`src/rtl/vga_hvsync_gen.sv`:
```
// VGA raster timing generator (640x480 @ 60 Hz by default): pixel/line counters,
// active-low h/v sync and a display-area qualifier, all registered and aligned.
module vga_hvsync_gen #(
   parameter int unsigned H_ACTIVE = 640,
   parameter int unsigned H_FP     = 16,
   parameter int unsigned H_SYNC   = 96,
   parameter int unsigned H_BP     = 48,
   parameter int unsigned V_ACTIVE = 480,
   parameter int unsigned V_FP     = 10,
   parameter int unsigned V_SYNC   = 2,
   parameter int unsigned V_BP     = 33,
   parameter int unsigned CNT_W    = 10
) (
   input  logic             clk,
   input  logic             reset,
   output logic             vga_h_sync,
   output logic             vga_v_sync,
   output logic             inDisplayArea,
   output logic [CNT_W-1:0] CounterX,
   output logic [CNT_W-1:0] CounterY
);

   typedef logic [CNT_W-1:0] cnt_t;

   localparam cnt_t H_LAST       = cnt_t'(H_ACTIVE + H_FP + H_SYNC + H_BP - 1);
   localparam cnt_t H_VIS        = cnt_t'(H_ACTIVE);
   localparam cnt_t H_SYNC_START = cnt_t'(H_ACTIVE + H_FP);
   localparam cnt_t H_SYNC_END   = cnt_t'(H_ACTIVE + H_FP + H_SYNC);
   localparam cnt_t V_LAST       = cnt_t'(V_ACTIVE + V_FP + V_SYNC + V_BP - 1);
   localparam cnt_t V_VIS        = cnt_t'(V_ACTIVE);
   localparam cnt_t V_SYNC_START = cnt_t'(V_ACTIVE + V_FP);
   localparam cnt_t V_SYNC_END   = cnt_t'(V_ACTIVE + V_FP + V_SYNC);

   cnt_t x_q, x_d;
   cnt_t y_q, y_d;
   logic hs_q, hs_d;
   logic vs_q, vs_d;
   logic de_q, de_d;

   // Decodes are taken from the next-state counters so they land on the same
   // edge as the counters themselves, with no cycle of skew.
   always_comb begin
      // NOTE: every combinational output gets a default first, so no path leaves it unassigned (no latch).
      x_d = x_q + cnt_t'(1);
      y_d = y_q;
      if (x_q == H_LAST) begin
         x_d = '0;
         if (y_q == V_LAST) y_d = '0;
         else               y_d = y_q + cnt_t'(1);
      end
      hs_d = !((x_d >= H_SYNC_START) && (x_d < H_SYNC_END));
      vs_d = !((y_d >= V_SYNC_START) && (y_d < V_SYNC_END));
      de_d = (x_d < H_VIS) && (y_d < V_VIS);
   end

   always_ff @(posedge clk or negedge reset) begin
      if (!reset) begin
         x_q  <= '0;
         y_q  <= '0;
         hs_q <= 1'b1;
         vs_q <= 1'b1;
         de_q <= 1'b1;
      end else begin
         // NOTE: non-blocking assignments so every register samples pre-edge values.
         x_q  <= x_d;
         y_q  <= y_d;
         hs_q <= hs_d;
         vs_q <= vs_d;
         de_q <= de_d;
      end
   end

   assign CounterX      = x_q;
   assign CounterY      = y_q;
   assign vga_h_sync    = hs_q;
   assign vga_v_sync    = vs_q;
   assign inDisplayArea = de_q;

endmodule

```
`config.mk`:
```
export PLATFORM = sky130hd
export DESIGN_NAME = vga_hvsync_gen
export DESIGN_NICKNAME = d
export VERILOG_FILES = /design/src/rtl/vga_hvsync_gen.sv
export SDC_FILE = /design/constraint.sdc
export NUM_CORES = 1
export LEC_CHECK = 0
export ABC_AREA = 1
export CORE_UTILIZATION = 40
export CTS_CLUSTER_DIAMETER = 60
export DETAILED_ROUTE_END_ITERATION = 8
export GPL_ROUTABILITY_DRIVEN = 0
export SYNTH_ARGS = -nofsm -noshare
export SYNTH_HDL_FRONTEND = slang
export SYNTH_SLANG_ARGS = --single-unit
```
`constraint.sdc`:
```
create_clock -name clk -period 1.9 [get_ports clk]
set_clock_uncertainty 0.2 [all_clocks]
set_input_delay 0.285 -clock clk [delete_from_list [all_inputs] [get_ports clk]]
set_output_delay 0.285 -clock clk [all_outputs]
set_load 0.02 [all_outputs]
```
# Yosys cells after proc, flatten, opt, wreduce, memory -nomap -nowiden
# Cells that the tools add are included.
# classes
n_eq_ne,2
muxes,3
mul,0
reduce_logical,5
add_sub_neg,2
n_bitwise,0
shifts,0
div,0
order_cmp,6
# op_table
operator,count
$mux 10,3
$add 10x1->10 const B,2
$eq 10x10->1 const B,2
$lt 10x10->1 const B,2
$lt 10x9->1 const B,2
$ge 10x10->1 const B,1
$ge 10x9->1 const B,1
$logic_and 1x1->1,3
$logic_not 1->1,2
# totals
rom_bits,0
regBits,23
mem_count,0
ram_bits,0
latch_bits,0
output_inout_bits,23
word_cells,23

# Longest topological paths before layout
# Gate-level depths: netlist of the first run.
# depth
depth_word,6
mapped_depth,13
mapped_depth_nobuf,13

# Worst setup path after synthesis of the first run
# Ideal clock, no wire load.
# synth_timing
kind,register to register
startpoint,reg x_q[0] (netlist: CounterX[0])
endpoint,reg vs_q (netlist: vga_v_sync)
required_ns,1.617
path_stages_with_launch,12
t_arrival_ns,1.593
n_path_buf,1
slack_ns,0.024
setup_time_ns,0.083
synth_period_minus_slack_ns,1.876
path_cell_list,dfrtp_1 > ha_1 > nand2_2 > inv_1 > nand2_2 > nor2_8 > buf_8 > nand2_1 > nand2_1 > nand3_1 > nor2_1 > nand3_1
# synth_via
elab_chain_len,5
# synth_rtl
element,line,rtl
start: declaration,34,"cnt_t x_q, x_d;"
start signal: assignment,58,x_q <= '0;
start signal: assignment,65,x_q <= x_d;
$eq 10x10->1 (*),46,if (x_q == H_LAST) begin
$mux 10 (*),46,
$ge 10x9->1 / $lt 10x9->1 (equally long branches),52,vs_d = !((y_d >= V_SYNC_START) && (y_d < V_SYNC_END));
$logic_and 1x1->1 (*),52,
$logic_not 1->1 (*),52,
net vs_d,37,"logic vs_q, vs_d;"
end signal: assignment,68,vs_q <= vs_d;
end: declaration,37,
# The timed path passes the listed nets; every way through them passes the cells marked *.

# Final worst setup path of the first run
# layout_timing
startpoint,reg x_q[1] (netlist: CounterX[1])
endpoint,reg vs_q (netlist: vga_v_sync)
# layout_via
elab_chain_len,5
# layout_rtl
element,line,rtl
$eq 10x10->1 (*),46,
$mux 10 (*),46,
net y_d[6],35,"cnt_t y_q, y_d;"
$ge 10x9->1 / $lt 10x9->1 (equally long branches),52,
$logic_and 1x1->1 (*),52,
$logic_not 1->1 (*),52,
net vs_d,37,
# Marked as above.

==> flow_summary.toml, run 1 <==
[grt]
antenna_found_initial = 0
grt_max_degree = 24
track_usage_pct = 19.7
grt_overflow = 0
grt_pass1_wl_microns = 6070
grt_pass1_vias = 1250

[power_and_ir_drop]
max-vdd-ir-drop_v = 0.000395
p_switching_uw = 169
report.power.total_uw = 812
intPower_uw = 643
power.leakage_uw = 0.00117
power.density_nw_per_um2 = 388
switching_share_pct = 20.9
power_frac_seq_pct = 60.3
p_clk_share_pct = 38.2
combPwrFrac_pct = 1.6

[clock_network]
cts_num_sinks = 23
cts_hold_buffers = 0
insertion_delay_ns = 0.27
clock_path_buffers = 2
cts_tree = "built"
htree_levels = 1
root_buffer = "clkbuf_8"
clk_pin_slew_ns = 0.08
cts_made_buffers = 3

[worst_setup_path]
crit_cells = 11
reg2reg_to = "vga_v_sync$_DFF_PN1_"
crit_family = "simple AND/OR/NAND/NOR gates"
required_ns = 1.92
r2r-start = "CounterX[1]$_DFF_PN0_"
worstPathCellList = "ha_2, nand2_2, buf_4, nor2_4, nand3_2, buf_4, nor3_1, nor2_1, nand3_1, nor2_1, nand3_1"
rrSetupSlack_ns = -0.04
cpPeakStageDelay_ns = 0.38
critical_path_buf_inv_count = 2
end_kind = "flip-flop"
arrival_ns = 1.96
slowest_stage = "dfrtp_1"
worstPathMaxFanout = 5
worst_r2r_path_depth = 11
crit_type = "flip-flop to flip-flop"
critPathLaunchType = "flip-flop"

[placement]
dp_hpwl_microns = 2770
dp.cells = 296
portBuffers = 24

[logic_synthesis]
ys_seq_area_share_pct = 38.3
yosysWarnings = 0
yosys.area_share.simple_pct = 40.2
synth_edf_count = 0
synth_top_family_by_area = "simple AND/OR/NAND/NOR gates"
ys_types = 26
ys.flop_type = "dfrtp_1"
synth_top_area_share_pct = 33.1
synth_common_cells = "nand2_1, inv_1, nor2_1"
ys_ff_latch = 23
synth-adder-area-share_pct = 3.31
synthesis.nets = 221
synth_compound_area_share_pct = 5.45
synthXorXnorAreaFrac_pct = 0.579
synth_area_sq_um = 1510
async_reset_ff_share_pct = 100
synth_top_area_cell = "dfrtp_1"
netlist_top_cells_area = "dfrtp_1, nand2_1, inv_1, nor2_1, nand3_1"
synthMuxAreaShare_pct = 0
avgSynthCellArea_sq_um = 7.04
syn_inst = 215
yosysMostFrequentCell = "nand2_1"

[timing]
post-route-min-period_ns = 1.94
slew_headroom_pct = 80.0
finalSetupViolCount = 3
hold_violations = 0
slew_viol_final = 0
fin_ws_ns = -0.0440
tightestPinTransition_ns = 0.298
finalCritPeriodShare_pct = 102
fmax_ghz = 0.514
grt_setup_unrepaired = "true"
holdWs_ns = 0.165

[die]
num_rows = 21
pin_count = 25
coreArea_sq_um = 3470
die_h_microns = 63.5
dieArea_sq_um = 4030
die_x_microns = 63.5
initial_core_util_pct = 43.7

[detailed_routing]
ant_nets = 0
vias_per_cell = 4.68
drc = 0
firstDrtPassIters = 4
wl_per_cell_microns = 12.4
postRouteWirelength_microns = 3860
drt_iter0_markers = 80
vias = 1461

[min_path]
hold_class = "primary input to async pin"

[outcome]
outcome = "finished, violations left"
violations = "setup timing"

[layout]
drive_gt1_share_pct = 23.7
final_cell_count_no_fill = 312
area.growth.synth_to_final_pct = 38.2
diodes = 0
fin_nets = 273

[run]
max_cap_violations = 0
==> metrics by stage <==
step / utilization, % / setup slack (ns) / area (sq um) / TNS, ns
after global placement: 54.4 / -0.0495 / 1890 / -0.0709
after floorplan: - / 0.0241 / 1510 / 0
after CTS: 56.9 / 0.00344 / 1970 / 0
after global routing: 60.3 / -0.168 / 2090 / -0.454
final: 60.3 / -0.0440 / 2090 / -0.0771
after detailed placement: 54.4 / -0.0504 / 1890 / -0.101
==> worst max path at each step <==
stage / startpoint / end / slack [ns]
final: CounterX[1]$_DFF_PN0_ / vga_v_sync$_DFF_PN1_ / -0.04
after global routing: CounterX[1]$_DFF_PN0_ / vga_v_sync$_DFF_PN1_ / -0.17
after detailed placement: CounterX[1]$_DFF_PN0_ / vga_v_sync$_DFF_PN1_ / -0.05
after global placement: CounterX[0]$_DFF_PN0_ / inDisplayArea$_DFF_PN1_ / -0.05
after CTS: CounterX[0]$_DFF_PN0_ / vga_v_sync$_DFF_PN1_ / 0.003
after floorplan: CounterX[0]$_DFF_PN0_ / vga_v_sync$_DFF_PN1_ / 0.02
==> layer usage <==
| layer | GRT usage (%) | vias up | wire [microns] |
|---|---|---|---|
| met3 | 3.80 | 5 | 141 |
| met5 | 0 | - | 0 |
| met4 | 5.97 | 0 | 44 |
| met2 | 28.9 | 31 | 1730 |
| li1 | - | 763 | - |
| met1 | 28.8 | 662 | 1940 |
==> cell type report <==
type                    count  area, sq um
inverters                  41          154
multi-input cells         149          792
clock buffers               4         45.0
repair buffers             49          462
flip-flops and latches     23          582
fillers                   330         1380
well taps                  46         57.6
==> what timing repair did <==
item | CTS | global route
cloned | 0 | 1
buffers inserted | 3 | 8
resized for setup | 5 | 19
setup endpoints to repair | 6 | 11
pin swaps | 1 | 5
==> layout by cell type, fill, tap and decap left out, drive strengths merged <==
cell type      count
nor2              34
nand4              9
or2                1
clkbuf             4
dfrtp             20
a21oi              5
inv               41
dlygate4sd2        2
nand3b             1
nor3               4
xor2               1
o21bai             1
dlymetal6s2s       8
dfstp              3
nand2             63
ha                 4
buf               25
o21ai              7
nand3             19
clkdlybuf4s50     14
==> registers in the layout, summed over array words and instances (netlist names) <==
name / flops
inDisplayArea: 1
CounterY: 10
vga_v_sync: 1
CounterX: 10
vga_h_sync: 1
==> power by group through the flow <==
stage / Sequential (uW) / Clock (uW) / Combinational (uW)
2_1_floorplan: 499 / 0 / 0.000528
3_3_place_gp: 499 / 0 / 13.7
3_5_place_dp: 499 / 0 / 13.5
4_1_cts: 489 / 320 / 13.6
5_1_grt: 489 / 338 / 15.4
6_report: 489 / 310 / 12.7
==> kinds of logic after synthesis <==
family	count (synthesis)
simple gates	130
buf+inv	44
flops	23
compound gates	13
fa+ha+maj	4
xor+xnor	1
Power figures use the tool's default switching activity.
==> run 2: changes to the inputs <==
Settings changed: CORE_MARGIN from default to 2.
==> flow_summary.toml, run 2 (same netlist as run 1, synthesis figures left out) <==
[outcome]
outcome = "completed"

[layout]
diodes = 0
fin_area_sq_um = 2080
area.growth.synth_to_final_pct = 37.2
drive_gt1_share_pct = 26.9
final_cell_count_no_fill = 308
fin_nets = 267
final_util_pct = 56.7
final_cell_mix = "nand2_1, inv_1, nor2_1"
layout_commonest_cell = "nand2_1"

[grt]
track_usage_pct = 18.4
grt_most_used_layer = "met2"
grt_pass1_vias = 1321
grt_max_degree = 24
met2_usage_pct = 29.5
grt_overflow = 0
use_met1_pct = 25.4
antenna_found_initial = 0
grt_use_met3_pct = 2.40
grt_pass1_wl_microns = 6070

[timing]
post-route-min-period_ns = 1.86
slew_headroom_pct = 81.2
tightestPinTransition_ns = 0.281
grt_setup_unrepaired = "true"
fmax_ghz = 0.539
finalSetupViolCount = 0
holdWs_ns = 0.163
hold_violations = 0
slew_viol_final = 0
finalCritPeriodShare_pct = 97.7

[worst_setup_path]
worstPathMaxFanout = 1
crit_type = "flip-flop to output pin"
slowest_stage = "clkdlybuf4s50_1"
worstPathCellList = "clkdlybuf4s50_1"
critPathLaunchType = "flip-flop"
cpPeakStageDelay_ns = 0.60
critical_path_buf_inv_count = 1
arrival_ns = 1.37
required_ns = 1.41
crit_family = "buffers and inverters"
end_kind = "output pin"

[placement]
dpl_cell_area_sq_um = 1870
dp_hpwl_microns = 2590
dp.cells = 295
portBuffers = 24

[die]
coreArea_sq_um = 3660
die_h_microns = 65.5
pin_count = 25
die_x_microns = 65.5
initial_core_util_pct = 41.4
dieArea_sq_um = 4290
num_rows = 22

[clock_network]
root_buffer = "clkbuf_8"
cts_num_sinks = 23
cts_tree = "built"
insertion_delay_ns = 0.26
cts_made_buffers = 3
clk_pin_slew_ns = 0.08
cts_hold_buffers = 0
clock_path_buffers = 2
htree_levels = 1

[detailed_routing]
vias = 1488
wl_per_cell_microns = 11.9
ant_nets = 0
vias_per_cell = 4.83
drt_iter0_markers = 86
drc = 0
firstDrtPassIters = 4
postRouteWirelength_microns = 3670

[power_and_ir_drop]
max-vdd-ir-drop_v = 0.000272
report.power.total_uw = 801
power.density_nw_per_um2 = 386
power.leakage_uw = 0.00113

[run]
max_cap_violations = 0

[min_path]
hold_class = "primary input to async pin"
[run 2: cell types whose count changed in the layout (fill, tap and decap cells not counted), sizes merged]
cell,previous run,this run
nor2,34,35
buf,25,19
nand3,19,18
dlymetal6s2s,8,4
dlygate4sd2,2,3
clkdlybuf4s50,14,17
[run 2: timing repair]
action                     CTS  global route
setup buffers                0             8
cloned                       0             1
gates resized for setup      5            33
setup endpoints to repair    5             9
pin swaps                    0            10
[run 2: where the power goes]
part / switching (uW) / total [uW] / internal (uW)
sequential: 0 / 489 / 489
combinational: 8.95 / 12.1 / 3.14
clock: 150 / 300 / 149
[run 2: worst paths after layout]
| path | slack (ns) | to | cells after the start | from |
|---|---|---|---|---|
| worst max-delay path | 0.04 | vga_h_sync | 1 | vga_h_sync$_DFF_PN1_ |
| worst min register to register | 0.39 | CounterY[1]$_DFF_PN0_ | 2 | CounterY[1]$_DFF_PN0_ |
| min in group clk | 0.39 | CounterY[1]$_DFF_PN0_ | 2 | CounterY[1]$_DFF_PN0_ |
| worst max register to register | 0.05 | inDisplayArea$_DFF_PN1_ | 12 | CounterX[1]$_DFF_PN0_ |
| max in group asynchronous | 1.06 | vga_h_sync$_DFF_PN1_ | 2 | reset |
| worst min-delay path | 0.16 | CounterX[6]$_DFF_PN0_ | 2 | reset |
[run 2: area by class of cell]
type / count / area, sq um
Inverter: 41 / 154
Sequential cell: 23 / 583
Fill cell: 367 / 1580
Multi-Input combinational cell: 149 / 838
Clock buffer: 4 / 45.0
Tap cell: 48 / 60.1
Timing Repair Buffer: 43 / 397
[run 2: stage by stage]
| stage | TNS [ns] | setup WS [ns] |
|---|---|---|
| 2_1_floorplan | 0 | 0.0241 |
| 3_3_place_gp | 0 | 0.0635 |
| 6_report | 0 | 0.0437 |
| 5_1_grt | -0.0899 | -0.0481 |
| 4_1_cts | 0 | 0.00325 |
| 3_5_place_dp | 0 | 0.00935 |
[run 2: routing by layer]
metal | up-vias | wire length, microns
met3 | 4 | 154
met1 | 683 | 1740
met4 | 0 | 26
met2 | 41 | 1750
li1 | 760 | -
met5 | - | 0
==> run 3: changes to the inputs <==
Settings changed: CORE_MARGIN 2 to default, PLACE_DENSITY from default to 0.7.
==> flow_summary.toml, run 3 (same netlist as run 1, synthesis figures left out) <==
[outcome]
outcome = "completed"

[worst_setup_path]
required_ns = 1.41
worstPathCellList = "clkdlybuf4s50_1"
cpPeakStageDelay_ns = 0.59
critical_path_buf_inv_count = 1
worstPathMaxFanout = 1
crit_type = "flip-flop to output pin"
arrival_ns = 1.38
crit_family = "buffers and inverters"
slowest_stage = "clkdlybuf4s50_1"
end_kind = "output pin"
critPathLaunchType = "flip-flop"

[die]
dieArea_sq_um = 4030
die_h_microns = 63.5
initial_core_util_pct = 43.7
num_rows = 21
die_x_microns = 63.5
coreArea_sq_um = 3470
pin_count = 25

[clock_network]
cts_num_sinks = 23
cts_tree = "built"
clk_pin_slew_ns = 0.08
cts_hold_buffers = 0
root_buffer = "clkbuf_8"
clock_path_buffers = 2
htree_levels = 1
cts_made_buffers = 3
insertion_delay_ns = 0.26

[grt]
grt_use_met3_pct = 2.90
grt_overflow = 0
grt_pass1_wl_microns = 5950
use_met1_pct = 25.5
grt_most_used_layer = "met2"
grt_max_degree = 24
grt_pass1_vias = 1322
antenna_found_initial = 0
met2_usage_pct = 31.4
track_usage_pct = 18.7

[layout]
fin_nets = 268
fin_area_sq_um = 2050
layout_commonest_cell = "nand2_1"
final_util_pct = 59.1
fill_cells = 332
area.growth.synth_to_final_pct = 35.3
drive_gt1_share_pct = 24.5
final_cell_mix = "nand2_1, inv_1, nor2_1, clkdlybuf4s50_1, buf_4"
diodes = 0

[power_and_ir_drop]
power_frac_seq_pct = 61.2
switching_share_pct = 20.1
report.power.total_uw = 799
combPwrFrac_pct = 1.5
power.density_nw_per_um2 = 390
p_switching_uw = 161
intPower_uw = 639
power.leakage_uw = 0.00109
p_clk_share_pct = 37.2
max-vdd-ir-drop_v = 0.000539

[timing]
slew_viol_final = 0
grt_setup_unrepaired = "true"
fmax_ghz = 0.535
hold_violations = 0
finalCritPeriodShare_pct = 98.3
tightestPinTransition_ns = 0.278
post-route-min-period_ns = 1.87
finalSetupViolCount = 0
slew_headroom_pct = 81.4
tns_ns = 0

[detailed_routing]
ant_nets = 0
wl_per_cell_microns = 11.9
firstDrtPassIters = 4
vias = 1468
postRouteWirelength_microns = 3670
drc = 0
vias_per_cell = 4.78
drt_iter0_markers = 64

[placement]
dpl_cell_area_sq_um = 1890
portBuffers = 24
dp_hpwl_microns = 2780

[run]
max_cap_violations = 0

[min_path]
hold_class = "primary input to async pin"
-- run 3: worst reg2reg max path: cells and delay by family, from the launching register on --
family	cells	cell delay, ns
AND/OR/NAND/NOR	7	0.70
flip-flops	1	0.36
adder cells (fa/ha/maj)	1	0.21
buffers and inverters	2	0.19
AO/OA/AOI/OAI	1	0.12
-- run 3: routing by layer --
layer / share of wire [%] / vias up
met3: 4.2 / 2
li1: - / 752
met4: 0.57 / 0
met5: 0 / -
met1: 47 / 684
met2: 48 / 30
-- run 3: final timing paths --
kind                            slack [ns]               endpoint  depth (start not counted)                    start
worst max register to register        0.05   vga_v_sync$_DFF_PN1_                         11    CounterX[1]$_DFF_PN0_
min in group clk                      0.41  CounterX[1]$_DFF_PN0_                          2    CounterX[1]$_DFF_PN0_
worst min register to register        0.41  CounterX[1]$_DFF_PN0_                          2    CounterX[1]$_DFF_PN0_
worst max-delay path                  0.03          inDisplayArea                          1  inDisplayArea$_DFF_PN1_
worst min-delay path                  0.17  CounterX[4]$_DFF_PN0_                          2                    reset
max in group asynchronous             1.05   vga_h_sync$_DFF_PN1_                          2                    reset
-- run 3: area by class of cell --
class	instances	area, sq um	share of cell area (%)
Timing Repair Buffer	45	414	20.2
Multi-Input combinational cell	148	792	38.7
Inverter	41	154	7.51
Sequential cell	23	584	28.5
Clock buffer	3	41.3	2.02
Clock inverter	1	5.00	0.244
Tap cell	46	57.6	2.81
-- run 3: per-stage QoR --
step                instances  hold slack, ns  worst slack, ns
finish                    307           0.167           0.0321
global route              307           0.205          -0.0918
CTS                       301           0.175          0.00631
detailed placement        297           0.384          0.00727
global placement          297           0.383           0.0396
floorplan                 215          -0.211           0.0241
-- run 3: timing repair --
item | CTS | global route
endpoints found under the setup margin | 6 | 8
resized for setup | 5 | 21
buffers inserted | 0 | 6
pin swaps | 1 | 13
-- run 3: power groups by stage --
stage	logic [uW]	clock network (uW)	registers, uW
5_1_grt	14.8	329	489
3_3_place_gp	13.1	0	499
6_report	12.2	298	489
4_1_cts	13.2	312	489
2_1_floorplan	0.000528	0	499
3_5_place_dp	13.3	0	499
